### src/rtl/bp_fe_fetch_responder_if.sv
`default_nettype none
// +--------------------------------------------------------------------------+
// | bp_fe_fetch_responder_if: pc_gen fetch and line-refill handshake bundle  |
// | Rev 1.0                                                                  |
// +--------------------------------------------------------------------------+
interface bp_fe_fetch_responder_if #(
  parameter int eaddr_width_p = 64,
  parameter int instr_width_p = 32
);
  localparam int mem_data_width_lp = 4 * instr_width_p;

  logic [eaddr_width_p-1:0]               pc_gen_icache_i;
  logic                                   pc_gen_icache_v_i;
  logic                                   pc_gen_icache_ready_o;
  logic [instr_width_p+eaddr_width_p-1:0] icache_pc_gen_o;
  logic                                   icache_pc_gen_v_o;
  logic                                   icache_miss_o;
  logic                                   mem_req_v_o;
  logic [eaddr_width_p-1:0]               mem_req_addr_o;
  logic                                   mem_req_ready_i;
  logic                                   mem_resp_v_i;
  logic [mem_data_width_lp-1:0]           mem_resp_data_i;

  // master: pc_gen plus backing memory; slave: the responder
  modport master (
    output pc_gen_icache_i, pc_gen_icache_v_i, mem_req_ready_i, mem_resp_v_i, mem_resp_data_i,
    input  pc_gen_icache_ready_o, icache_pc_gen_o, icache_pc_gen_v_o, icache_miss_o,
           mem_req_v_o, mem_req_addr_o
  );

  modport slave (
    input  pc_gen_icache_i, pc_gen_icache_v_i, mem_req_ready_i, mem_resp_v_i, mem_resp_data_i,
    output pc_gen_icache_ready_o, icache_pc_gen_o, icache_pc_gen_v_o, icache_miss_o,
           mem_req_v_o, mem_req_addr_o
  );
endinterface
`default_nettype wire

### src/rtl/bp_fe_fetch_responder.sv
`default_nettype none
// +--------------------------------------------------------------------------+
// | bp_fe_fetch_responder: direct-mapped line buffer answering pc_gen fetches |
// | Rev 1.0                                                                  |
// +--------------------------------------------------------------------------+
module bp_fe_fetch_responder #(
  parameter int eaddr_width_p = 64,
  parameter int instr_width_p = 32,
  parameter int lines_p       = 8
) (
  input  logic                     clk_i,
  input  logic                     reset_i,
  input  logic                     flush_i,
  bp_fe_fetch_responder_if.slave   bus
);
  localparam int line_instrs_lp    = 4;
  localparam int mem_data_width_lp = line_instrs_lp * instr_width_p;
  localparam int index_w_lp        = $clog2(lines_p);
  localparam int tag_w_lp          = eaddr_width_p - 4 - index_w_lp;

  typedef enum logic [1:0] {
    e_ready = 2'd0,
    e_req   = 2'd1,
    e_wait  = 2'd2
  } state_e;

  state_e                        state_r, state_n;
  logic                          s1_v_r;
  logic [eaddr_width_p-1:0]      s1_addr_r;
  logic [eaddr_width_p-1:0]      req_addr_r;
  logic [lines_p-1:0]            valid_r;
  logic [tag_w_lp-1:0]           tag_mem  [lines_p];
  logic [mem_data_width_lp-1:0]  data_mem [lines_p];

  logic [index_w_lp-1:0]         s1_index, fill_index;
  logic [tag_w_lp-1:0]           s1_tag, fill_tag;
  logic [1:0]                    s1_word;
  logic [instr_width_p-1:0]      s1_instr;
  logic                          hit, s1_miss, accept, fill;
  logic                          ready, miss, mem_req_v;

  assign s1_index   = s1_addr_r[4 +: index_w_lp];
  assign s1_tag     = s1_addr_r[eaddr_width_p-1 -: tag_w_lp];
  assign s1_word    = s1_addr_r[3:2];
  assign fill_index = req_addr_r[4 +: index_w_lp];
  assign fill_tag   = req_addr_r[eaddr_width_p-1 -: tag_w_lp];
  assign s1_instr   = data_mem[s1_index][32'(s1_word) * instr_width_p +: instr_width_p];

  // A flush in the lookup cycle wins over a valid line
  assign hit     = valid_r[s1_index] & (tag_mem[s1_index] == s1_tag) & ~flush_i;
  assign s1_miss = s1_v_r & ~hit;
  assign accept  = bus.pc_gen_icache_v_i & ready;
  assign fill    = (state_r == e_wait) & bus.mem_resp_v_i;

  always_comb begin
    state_n   = state_r;
    ready     = 1'b0;
    miss      = 1'b0;
    mem_req_v = 1'b0;
    case (state_r)
      e_ready: begin
        ready = ~s1_miss;
        miss  = s1_miss;
        if (s1_miss) state_n = e_req;
      end
      e_req: begin
        mem_req_v = 1'b1;
        miss      = 1'b1;
        if (bus.mem_req_ready_i) state_n = e_wait;
      end
      e_wait: begin
        miss = 1'b1;
        if (bus.mem_resp_v_i) state_n = e_ready;
      end
      default: state_n = e_ready;
    endcase
  end

  always_ff @(posedge clk_i or posedge reset_i) begin
    if (reset_i) begin
      state_r    <= e_ready;
      s1_v_r     <= 1'b0;
      s1_addr_r  <= '0;
      req_addr_r <= '0;
      valid_r    <= '0;
    end else begin
      state_r <= state_n;
      s1_v_r  <= accept;
      if (accept) s1_addr_r <= bus.pc_gen_icache_i;
      if (state_r == e_ready && s1_miss)
        req_addr_r <= {s1_addr_r[eaddr_width_p-1:4], 4'b0000};
      // Fill data still lands on a coincident flush, but the line stays invalid
      if (flush_i)   valid_r             <= '0;
      else if (fill) valid_r[fill_index] <= 1'b1;
    end
  end

  always_ff @(posedge clk_i) begin
    if (fill) begin
      data_mem[fill_index] <= bus.mem_resp_data_i;
      tag_mem[fill_index]  <= fill_tag;
    end
  end

  assign bus.pc_gen_icache_ready_o = ready;
  assign bus.icache_miss_o         = miss;
  assign bus.mem_req_v_o           = mem_req_v;
  assign bus.mem_req_addr_o        = req_addr_r;
  assign bus.icache_pc_gen_v_o     = s1_v_r & hit;
  assign bus.icache_pc_gen_o       = (s1_v_r & hit) ? {s1_instr, s1_addr_r} : '0;

endmodule
`default_nettype wire

### src/flat_wrapper.sv
// flat-port wrapper written by rule: the top's interface ports become plain ports
module bp_fe_fetch_responder_flat 
#(
  parameter int eaddr_width_p = 64,
  parameter int instr_width_p = 32,
  parameter int lines_p       = 8
)
  (clk_i, reset_i, flush_i, bus_pc_gen_icache_i, bus_pc_gen_icache_v_i, bus_mem_req_ready_i, bus_mem_resp_v_i, bus_mem_resp_data_i, bus_pc_gen_icache_ready_o, bus_icache_pc_gen_o, bus_icache_pc_gen_v_o, bus_icache_miss_o, bus_mem_req_v_o, bus_mem_req_addr_o);
  bp_fe_fetch_responder_if #(.eaddr_width_p(eaddr_width_p), .instr_width_p(instr_width_p)) bus_i ();
  input  logic clk_i;
  input  logic reset_i;
  input  logic flush_i;
  input wire logic [$bits(bus_i.pc_gen_icache_i)-1:0] bus_pc_gen_icache_i;
  input wire logic [$bits(bus_i.pc_gen_icache_v_i)-1:0] bus_pc_gen_icache_v_i;
  input wire logic [$bits(bus_i.mem_req_ready_i)-1:0] bus_mem_req_ready_i;
  input wire logic [$bits(bus_i.mem_resp_v_i)-1:0] bus_mem_resp_v_i;
  input wire logic [$bits(bus_i.mem_resp_data_i)-1:0] bus_mem_resp_data_i;
  output wire logic [$bits(bus_i.pc_gen_icache_ready_o)-1:0] bus_pc_gen_icache_ready_o;
  output wire logic [$bits(bus_i.icache_pc_gen_o)-1:0] bus_icache_pc_gen_o;
  output wire logic [$bits(bus_i.icache_pc_gen_v_o)-1:0] bus_icache_pc_gen_v_o;
  output wire logic [$bits(bus_i.icache_miss_o)-1:0] bus_icache_miss_o;
  output wire logic [$bits(bus_i.mem_req_v_o)-1:0] bus_mem_req_v_o;
  output wire logic [$bits(bus_i.mem_req_addr_o)-1:0] bus_mem_req_addr_o;
  assign bus_i.pc_gen_icache_i = bus_pc_gen_icache_i;
  assign bus_i.pc_gen_icache_v_i = bus_pc_gen_icache_v_i;
  assign bus_i.mem_req_ready_i = bus_mem_req_ready_i;
  assign bus_i.mem_resp_v_i = bus_mem_resp_v_i;
  assign bus_i.mem_resp_data_i = bus_mem_resp_data_i;
  assign bus_pc_gen_icache_ready_o = bus_i.pc_gen_icache_ready_o;
  assign bus_icache_pc_gen_o = bus_i.icache_pc_gen_o;
  assign bus_icache_pc_gen_v_o = bus_i.icache_pc_gen_v_o;
  assign bus_icache_miss_o = bus_i.icache_miss_o;
  assign bus_mem_req_v_o = bus_i.mem_req_v_o;
  assign bus_mem_req_addr_o = bus_i.mem_req_addr_o;
  bp_fe_fetch_responder #(.eaddr_width_p(eaddr_width_p), .instr_width_p(instr_width_p), .lines_p(lines_p)) u_core (.clk_i(clk_i), .reset_i(reset_i), .flush_i(flush_i), .bus(bus_i));
endmodule
### config.mk
export PLATFORM = sky130hd
export DESIGN_NAME = bp_fe_fetch_responder_flat
export DESIGN_NICKNAME = d
export VERILOG_FILES = /design/src/rtl/bp_fe_fetch_responder_if.sv /design/src/rtl/bp_fe_fetch_responder.sv /design/src/flat_wrapper.sv
export SDC_FILE = /design/constraint.sdc
export NUM_CORES = 1
export LEC_CHECK = 0
export ABC_AREA = 1
export CELL_PAD_IN_SITES_DETAIL_PLACEMENT = 1
export CELL_PAD_IN_SITES_GLOBAL_PLACEMENT = 1
export CORE_MARGIN = 1
export CORE_UTILIZATION = 25
export DETAILED_ROUTE_END_ITERATION = 8
export PLACE_DENSITY_LB_ADDON = 0.1
export SYNTH_ARGS = -nofsm -noshare
export SYNTH_HDL_FRONTEND = slang
export SYNTH_SLANG_ARGS = --single-unit
### constraint.sdc
create_clock -name clk_i -period 11.4 [get_ports clk_i]
set_input_delay 3.42 -clock clk_i [delete_from_list [all_inputs] [get_ports clk_i]]
set_output_delay 3.42 -clock clk_i [all_outputs]
set_load 0.05 [all_outputs]
==> results.md <==
* Status: finished, final reports clean
* Clock Path Buffers at 3
* Leakage at 29.0 nW
* Initial DRC count at 2399
* Critical path endpoint category: output pin
* Antenna violations before repair at 54
* Root Buffer: clkbuf_16
* Grt total ovfl at 0
* Synth async-reset ratio at 0.0836
* Max Freq at 0.0973 GHz
* Final instance area at 79600 um2
* Final antenna-violating net count at 0
* Reg2reg path depth at 19
* Peak supply drop at 186 uV
* WP data arrival at 6.86 ns
* Remaining DRCs at 0
* Worst-path clk slew at 0.06 ns
* Final core utilization at 0.303
* Slew margin rel. at 0.170
* Area post-placement at 73400 um2
* Via density at 4.60
* Worst-Skew Late Latency at 0.84 ns
* Die width at 516 um
* Boundary Pins at 362
* Worst-Margin Slew at 1.25 ns
* CP most frequent cell: nor2_1
* Critical Path Fanout Max at 52
* Pwr Total at 20.3 mW
* YS warnings at 0
* Yosys reg bits at 1615
* Hpwl dp at 137 mm
* Crit-path cells: clkdlybuf4s50_1, buf_4, inv_1, nand2_1, nor2_1, nand2_1, nor2_1, nand2_1, nor2_1, nand2_1, nor2_1, nand3_4, buf_12, nor2_1, clkdlybuf4s50_1
* Setup repair bufs after CTS at 0
* Post-synthesis sequential area ratio at 0.724
* HP Start: u_core.s1_addr_r[36]
* P per Cell Area at 255 nW/um2
* Rows at 188
* Max incr delay on CP at 0.83 ns
* Worst Path Required at 7.98 ns
* Num CTS Buffers at 193
* RSZ-0062 raised after global routing: false
* Synth area leader: edfxtp_1
* Maxcap violations at 0
* Pin count of the biggest net entering global routing at 160
* Hold Vio Cnt, Final at 0
* R2R setup slack at 5.43 ns
* Critical path start-end classification: in2out
* Synth-to-Final Area Change at 20.5%
* Initial Utilization at 0.251
* Final setup fails at 0
* Die height at 516 um
* CTS tree: built
* Core area at 263000 um2
* Met3 routed WL at 10.8 mm
* DRT met1 WL at 108 mm
* Worst clock skew at 0.0388 ns
* DR pass1 iterations at 7
* Post-Synthesis Cell Area at 66000 um2
* Depth of the CTS H-tree at 4
* DIE AREA at 266000 um2
* Post-synthesis cell count at 5623
* Vias in the first global route at 45.8k
* Critical path startpoint category: primary input
* Top-area cell type share of the netlist area at 0.673
* Share of cells above drive strength 1 at 0.0674
* Post-route clock period utilization at 0.902
* Main synth FF type: edfxtp_1
* Overall Global Routing Usage at 0.181
* WL/cell at 25.2 um
* Cts hold-fix bufs at 0
* Synth top area cells: edfxtp_1 (67%), nand2_1 (9.6%), dfrtp_1 (5.1%), a21oi_1 (4.0%), nand3_1 (2.4%)
* Worst hold endpoint: u_core.s1_addr_r[36]
* Slowest cell on crit path: clkdlybuf4s50_1
* Gpl congestion at 0.718
* Min Tclk post-route at 10.28 ns
* Hold Path Stages at 2
* PortBufs at 357
* R2R Path End: u_core.s1_addr_r[42]
* Fillers at 28.6k
* Via count at 44.2k
* Worst Hold Class: reg2reg
* Highest metal layer with signal wires: met5
* Global-route wire length before repair at 347 mm
* Post-synth cell types at 29
* Number of flops mapped to enable cells by yosys at 1480
* Worst flop-to-flop path startpoint: u_core.s1_addr_r[5]
* Net count, final at 6118
* Clock Sink Count at 1615
* Final WL at 242 mm
* Routed wl met2 at 118 mm
* Hold Slack at 0.476 ns
* Syn_area_per_cell at 11.7 um2
* Post-cts resize count at 0
* Max-slew violation count at 0
-- synthesized netlist by cell type (9+ instances only) --
library cell  count
nand3_1         310
a32o_1           13
a211oi_1         32
nand2_1        1695
o211ai_1          9
dfrtp_1         135
a21oi_1         532
o311ai_0         68
edfxtp_1       1480
a221o_1          52
nand4_1          64
a22oi_1          64
o21ai_0         107
a221oi_1         32
buf_4            35
inv_1           362
clkbuf_1        174
nor2_1          254
buf_2           120
buf_1            29
o31ai_1          32
-- report_power, final --
part	leakage (nW)	switching [mW]	internal (mW)
Sequential	15.1	0.512	7.05
Combinational	11.0	4.97	1.74
Clock	2.97	2.55	3.43
-- layout make-up --
type | count | area [um2] | share of cell area
Antenna cell | 9 | 22.5 | 0.000283
Inverter | 366 | 1420 | 0.0178
Timing Repair Buffer | 460 | 4530 | 0.0569
Sequential cell | 1615 | 47800 | 0.601
Clock inverter | 76 | 643 | 0.00808
Clock buffer | 283 | 5470 | 0.0687
Tap cell | 3515 | 4400 | 0.0553
Multi-Input combinational cell | 3280 | 15300 | 0.192
-- cell usage in the layout (no fill, tap or decap), types with 32 or more instances in the layout --
| cell | count |
|---|---|
| a211oi_1 | 32 |
| a21oi_1 | 530 |
| a221o_1 | 52 |
| a221oi_1 | 32 |
| a22oi_1 | 64 |
| buf_4 | 110 |
| clkbuf_1 | 67 |
| clkbuf_16 | 199 |
| clkdlybuf4s50_1 | 330 |
| clkinv_1 | 37 |
| dfrtp_1 | 131 |
| edfxtp_1 | 1480 |
| inv_1 | 360 |
| nand2_1 | 1694 |
| nand3_1 | 307 |
| nand4_1 | 64 |
| nor2_1 | 246 |
| o21ai_0 | 107 |
| o311ai_0 | 68 |
| o31ai_1 | 32 |
-- worst max path at each step --
| stage | startpoint | to | slack (ns) |
|---|---|---|---|
| 6_report | flush_i | bus_icache_pc_gen_o[38] | 1.12 |
| 5_1_grt | flush_i | bus_icache_pc_gen_o[42] | 0.80 |
| 3_5_place_dp | flush_i | bus_icache_pc_gen_o[38] | 1.03 |
| 2_1_floorplan | bus_mem_resp_v_i | u_core.data_mem[0][0] | -0.67 |
| 3_3_place_gp | flush_i | bus_icache_pc_gen_o[2] | 1.03 |
| 4_1_cts | flush_i | bus_icache_pc_gen_o[38] | 1.03 |
-- flip-flops by register name (all words and copies together), names as in the netlist --
name and flops:
u_core.tag_mem 456, u_core.data_mem 1024, u_core.valid_r 8, u_core.s1_v_r 1, u_core.s1_addr_r 64, u_core.bus.mem_req_addr_o 60
u_core.state_r 2
-- metrics by stage --
step / cells / TNS [ns] / setup WS (ns)
finish: 9604 / 0 / 1.12
floorplan: 5626 / -870.67 / -0.671
global placement: 9236 / 0 / 1.03
CTS: 9595 / 0 / 1.03
global route: 9598 / 0 / 0.796
detailed placement: 9236 / 0 / 1.03
-- critical path: cells and delay by family --
| kind | cells | cell delay, ns |
|---|---|---|
| buffers and inverters | 5 | 1.80 |
| AND/OR/NAND/NOR | 10 | 1.53 |
-- logic make-up after synthesis --
logic type / share of synthesized area
simple gates: 0.140
other cells: 0.0000568
compound gates: 0.0878
flops: 0.724
buf+inv: 0.0467
fa+ha+maj: 0.000758
-- layer usage --
metal  up-vias  track usage
met4        40       0.0444
met5         -            0
met2       757        0.309
met3       335       0.0350
li1      20400            -
met1     22700        0.233
Note: power is estimated with default switching activity, not from simulation.
